File: config.mk
export PLATFORM = sky130hd
export DESIGN_NAME = mem_arbiter
export DESIGN_NICKNAME = d
export VERILOG_FILES = /design/src/rtl/mem_arbiter.sv
export SDC_FILE = /design/constraint.sdc
export NUM_CORES = 1
export LEC_CHECK = 0
export ABC_AREA = 1
export CORE_ASPECT_RATIO = 1.5
export CORE_MARGIN = 1
export CORE_UTILIZATION = 28
export DETAILED_ROUTE_END_ITERATION = 16
export SYNTH_ARGS = -nofsm -noshare
export SYNTH_HDL_FRONTEND = slang
export SYNTH_SLANG_ARGS = --single-unit
File: constraint.sdc
create_clock -name clk -period 1.7 [get_ports clk]
set_input_delay 0.425 -clock clk [delete_from_list [all_inputs] [get_ports clk]]
set_output_delay 0.425 -clock clk [all_outputs]
set_load 0.01 [all_outputs]
File: src/rtl/mem_arbiter.sv
// mem_arbiter: shares a single-port 8-bit memory between the CPU (port 0)
// and a debug/loader DMA (port 1). Each access takes ACCESS then RESP, and a
// clear sweep zeroes the whole memory one word per cycle.
// Build option: define MEM_ARB_RR_EN to make simultaneous requests take
// turns (round-robin); without it port 0 always wins a tie.
module mem_arbiter #(
    parameter int DEPTH = 256,
    parameter int AW    = 16
) (
    input  logic          clk,
    input  logic          rst,
    input  logic          req0,
    input  logic          req1,
    input  logic          we0,
    input  logic          we1,
    input  logic [AW-1:0] addr0,
    input  logic [AW-1:0] addr1,
    input  logic [7:0]    wdata0,
    input  logic [7:0]    wdata1,
    output logic          ack0,
    output logic          ack1,
    output logic [7:0]    rdata0,
    output logic [7:0]    rdata1,
    input  logic          clr_req,
    output logic          busy,
    output logic          mem_ce,
    output logic          mem_w,
    output logic          mem_r,
    output logic          mem_oe,
    output logic          mem_rst,
    output logic [AW-1:0] mem_addr,
    output logic [7:0]    mem_wdata,
    input  logic [7:0]    mem_rdata
);
    localparam int CW = (DEPTH > 1) ? $clog2(DEPTH) : 1;
    localparam logic [CW-1:0] LAST_IDX  = CW'(DEPTH - 1);
    localparam logic [AW:0]   DEPTH_EXT = (AW + 1)'(DEPTH);

    typedef enum logic [1:0] {IDLE, ACCESS, RESP, CLEAR} state_t;

    state_t          state_reg, state_next;
    logic            port_reg;
    logic            we_reg;
    logic [AW-1:0]   addr_reg;
    logic [7:0]      wdata_reg;
    logic [CW-1:0]   cnt_reg;
    logic [7:0]      rdata0_reg, rdata1_reg;
    logic            win;
    logic            any_req;
    logic            in_range;

    assign any_req  = req0 | req1;
    assign in_range = ({1'b0, addr_reg} < DEPTH_EXT);
    assign rdata0   = rdata0_reg;
    assign rdata1   = rdata1_reg;

`ifdef MEM_ARB_RR_EN
    logic last_reg;

    // Winner selection: on a tie the port not granted last goes first
    always_comb begin
        if (req0 && req1) win = ~last_reg;
        else              win = ~req0;
    end

    // Track which port most recently entered ACCESS
    always_ff @(posedge clk or posedge rst) begin
        if (rst)                                        last_reg <= 1'b1;
        else if (state_reg == IDLE && !clr_req && any_req) last_reg <= win;
    end
`else
    // Fixed priority: port 1 only wins when port 0 is not requesting
    assign win = ~req0;
`endif

    // State register
    always_ff @(posedge clk or posedge rst) begin
        if (rst) state_reg <= IDLE;
        else     state_reg <= state_next;
    end

    // Next-state logic and memory/handshake strobes
    always_comb begin
        state_next = state_reg;
        busy       = (state_reg != IDLE);
        ack0       = 1'b0;
        ack1       = 1'b0;
        mem_ce     = 1'b0;
        mem_w      = 1'b0;
        mem_r      = 1'b0;
        mem_oe     = 1'b0;
        mem_rst    = 1'b0;
        mem_addr   = '0;
        mem_wdata  = '0;
        case (state_reg)
            IDLE: begin
                if (clr_req)      state_next = CLEAR;
                else if (any_req) state_next = ACCESS;
            end
            ACCESS: begin
                mem_addr  = addr_reg;
                mem_wdata = wdata_reg;
                // Out-of-range addresses never touch the memory
                if (in_range) begin
                    mem_ce = 1'b1;
                    mem_w  = we_reg;
                    mem_r  = ~we_reg;
                    mem_oe = ~we_reg;
                end
                state_next = RESP;
            end
            RESP: begin
                ack0       = ~port_reg;
                ack1       = port_reg;
                state_next = IDLE;
            end
            CLEAR: begin
                mem_ce   = 1'b1;
                mem_rst  = 1'b1;
                mem_addr = AW'(cnt_reg);
                if (cnt_reg == LAST_IDX) state_next = IDLE;
            end
            default: state_next = IDLE;
        endcase
    end

    // Request latching, read-data capture and sweep counter
    always_ff @(posedge clk or posedge rst) begin
        if (rst) begin
            port_reg   <= 1'b0;
            we_reg     <= 1'b0;
            addr_reg   <= '0;
            wdata_reg  <= '0;
            cnt_reg    <= '0;
            rdata0_reg <= 8'h00;
            rdata1_reg <= 8'h00;
        end else begin
            case (state_reg)
                IDLE: begin
                    if (clr_req) begin
                        cnt_reg <= '0;
                    end else if (any_req) begin
                        port_reg  <= win;
                        we_reg    <= win ? we1 : we0;
                        addr_reg  <= win ? addr1 : addr0;
                        wdata_reg <= win ? wdata1 : wdata0;
                    end
                end
                ACCESS: begin
                    if (!we_reg) begin
                        if (port_reg) rdata1_reg <= in_range ? mem_rdata : 8'h00;
                        else          rdata0_reg <= in_range ? mem_rdata : 8'h00;
                    end
                end
                CLEAR: begin
                    // Counter parks on the last word rather than wrapping
                    if (cnt_reg != LAST_IDX) cnt_reg <= cnt_reg + CW'(1);
                end
                default: ;
            endcase
        end
    end
endmodule

==> flow_summary.ini <==
[status]
status = finished, violations left
violated_checks = setup timing

[synth]
synth-async-reset-ratio = 1.000
ys_seq_area_frac = 0.4764
synth_enable_flop_cells = 0
synthesis.yosys.warnings = 0
netlist-cell-type-count = 25
ys_ff_latch = 52
synth_ff_type = sky130_fd_sc_hd__dfrtp_1
synth_nets = 413
syn-instance-count = 349
syn_avg_cell_area_sq_um = 7.826
netlist_area_sq_um = 2731

[die]
fp.dieH_um = 123.0
floorplan.initialDensity = 0.2918
die_area_sq_um = 10160
num_rows = 43
core-area_sq_um = 9361
boundaryPins = 111
dieWidth_um = 82.64

[clock_tree]
clock_tree_from_tritoncts = yes
tritoncts.num_buffers = 5
clock_tree.buffer_depth = 2
worst_skew_pair.late_latency_ns = 0.30
tritoncts_num_sinks = 52
clkTransAtPathRegs_ns = 0.07
cts_hold_buffers = 0
clock-root-buffer = sky130_fd_sc_hd__clkbuf_16
cts_htree_levels = 2

[final_layout]
n_antenna_cell = 0
drive_gt1_frac = 0.2535
max_ffs_per_register = 16
finalInstanceArea_sq_um = 4433
flow.area_growth_from_synthesis_pct = 62.30
mostFrequentLayoutCells = sky130_fd_sc_hd__nand2_1 (77), sky130_fd_sc_hd__clkdlybuf4s50_1 (77), sky130_fd_sc_hd__inv_1 (59), sky130_fd_sc_hd__dfrtp_1 (51), sky130_fd_sc_hd__buf_4 (38)
finish.net_count = 560
final_core_util = 0.4735

[drt]
route.final.wire_length_um = 7783
detailedRoute.firstIterationViolations = 82
drt.antenna.violating_nets = 0
vias_per_cell = 4.544
met2_wl_um = 4084
routed-via-count = 2767
route.met3.wl_um = 363
drt-pass1-iter-count = 4
avgRoutedWirePerCell_um = 12.78
route.layer.met1.wl_um = 3134
drc = 0
maxUsedRoutingLayer = met4

[worst_hold_path]
hp-start = req0
timing.hold.worst.class = in -> reg

[placement]
post_dp_cell_area_sq_um = 4200
port_buffers = 110
detailed_place_hpwl_um = 5797
globalplace.congestion = 0.8215

[job]
max_cap_viol_count = 0

[global_routing]
grt_antenna_before_repair = 0
grt_start_max_net_pins = 37
first_global_vias = 2728
global_route.overflow_total = 0
grt_util_overall = 0.1646
grt_pass1_wl_um = 12670

[timing]
worst_slew_pin_slew_ns = 0.3087
grt_setup_unrepaired = true
timing_max_transition_violations_final = 0
hold_slack_ns = 0.4838
finClkSkew_ns = 0.006954
finalSetupTns_ns = -3.514
minimum_clock_period_ns = 1.871
setup_viol = 29
achievable-frequency_mhz = 534.3
finalWorstSetupSlack_ns = -0.1715
hold_viol_final = 0
finalCritPeriodShare = 1.101
slew-limit-headroom = 0.7939

[critical_path]
timing.critical_path.to_type = output port
crit_type = reg -> out
required_ns = 1.27
setup.worst_path.start = state_reg[0]
reg2reg_from = state_reg[1]
worst_setup_path_start_kind = flip-flop
cp_max_fo = 6
worst-endpoint-arrival_ns = 1.45

[power]
power.leakage_nw = 2.107
areal_power_density_over_the_cells_nw_per_um2 = 1508
max-vdd-ir-drop_mv = 0.7319
Yosys cell counts, types with 3 or more instances:
library cell               number  area share
sky130_fd_sc_hd__nor3_1         4      0.0073
sky130_fd_sc_hd__nand2_2        4      0.0092
sky130_fd_sc_hd__o21ai_1       11       0.020
sky130_fd_sc_hd__clkbuf_1       3      0.0041
sky130_fd_sc_hd__nor2_2         4      0.0092
sky130_fd_sc_hd__buf_2         10       0.018
sky130_fd_sc_hd__inv_1         65       0.089
sky130_fd_sc_hd__nand4_1        3      0.0069
sky130_fd_sc_hd__nand2_1       78        0.11
sky130_fd_sc_hd__nor2_1        21       0.029
sky130_fd_sc_hd__o211ai_1      25       0.069
sky130_fd_sc_hd__o22ai_1        7       0.016
sky130_fd_sc_hd__buf_6          3       0.012
sky130_fd_sc_hd__nand3_1        6       0.011
sky130_fd_sc_hd__inv_2          3      0.0041
sky130_fd_sc_hd__dfrtp_1       52        0.48
sky130_fd_sc_hd__o21ai_0       39       0.071
path summary, 6_finish.rpt:
check                          endpoint  slack [ns]  cells after the start
min                        state_reg[0]        0.48                      5
min reg2reg                   rdata0[2]        0.49                      2
max                               mem_w       -0.17                      5
max reg2reg                addr_reg[15]        0.09                      9
max in group asynchronous  state_reg[1]        1.01                      3
min in group asynchronous    cnt_reg[7]        0.49                      3
layout make-up:
type                    count  area, sq um
fillers                   935         4928
repair buffers            156         1388
flip-flops and latches     52         1303
multi-input cells         212         1186
inverters                  68        260.3
well taps                 112        140.1
clock buffers               5        125.1
clock inverters             3        25.02
repair inverters            1        6.256
what timing repair did:
action,4_1_cts,5_1_grt
resized for setup,173,7
setup buffers,6,1
cloned,1,0
pin swaps,7,7
setup endpoints to repair,32,31
endpoints found under the hold margin,0,0
routing by layer:
metal  up-vias  GRT usage
met5         -          0
met4         0    0.07004
met3        12    0.03616
met2        73     0.2900
met1      1279     0.1865
li1       1403          -
stage by stage:
stage | instances | setup WS (ns) | power, mW
2_1_floorplan | 349 | 0.01712 | 3.560
3_3_place_gp | 593 | -0.3238 | 5.325
3_5_place_dp | 593 | -0.3696 | 5.392
4_1_cts | 608 | -0.1921 | 6.689
5_1_grt | 609 | -0.2624 | 7.192
6_report | 609 | -0.1715 | 6.684
cell families (layout without fill, tap and decap cells):
kind of cell    after synthesis  after routing  share of synthesized area
buf+inv                      85            233                     0.1310
simple gates                124            124                     0.1951
compound gates               85             85                     0.1860
xor+xnor                      1              1                   0.003207
flops                        52             52                     0.4764
mux                           1              1                   0.003665
fa+ha+maj                     1              1                   0.004580
report_power, final:
group,internal [mW],switching [mW],total [mW],leakage [nW]
combinational,1.74,1.84,3.58,1.37
sequential,1.80,0.264,2.06,0.665
clock,0.557,0.482,1.04,0.0708
critical path, stage by stage (launching register included):
cell,delay (ns)
sky130_fd_sc_hd__dfrtp_1,0.40
sky130_fd_sc_hd__inv_2,0.08
sky130_fd_sc_hd__nor2_4,0.19
sky130_fd_sc_hd__inv_4,0.10
sky130_fd_sc_hd__nor3_4,0.21
sky130_fd_sc_hd__buf_2,0.16
Note: power is estimated with default switching activity, not from simulation.
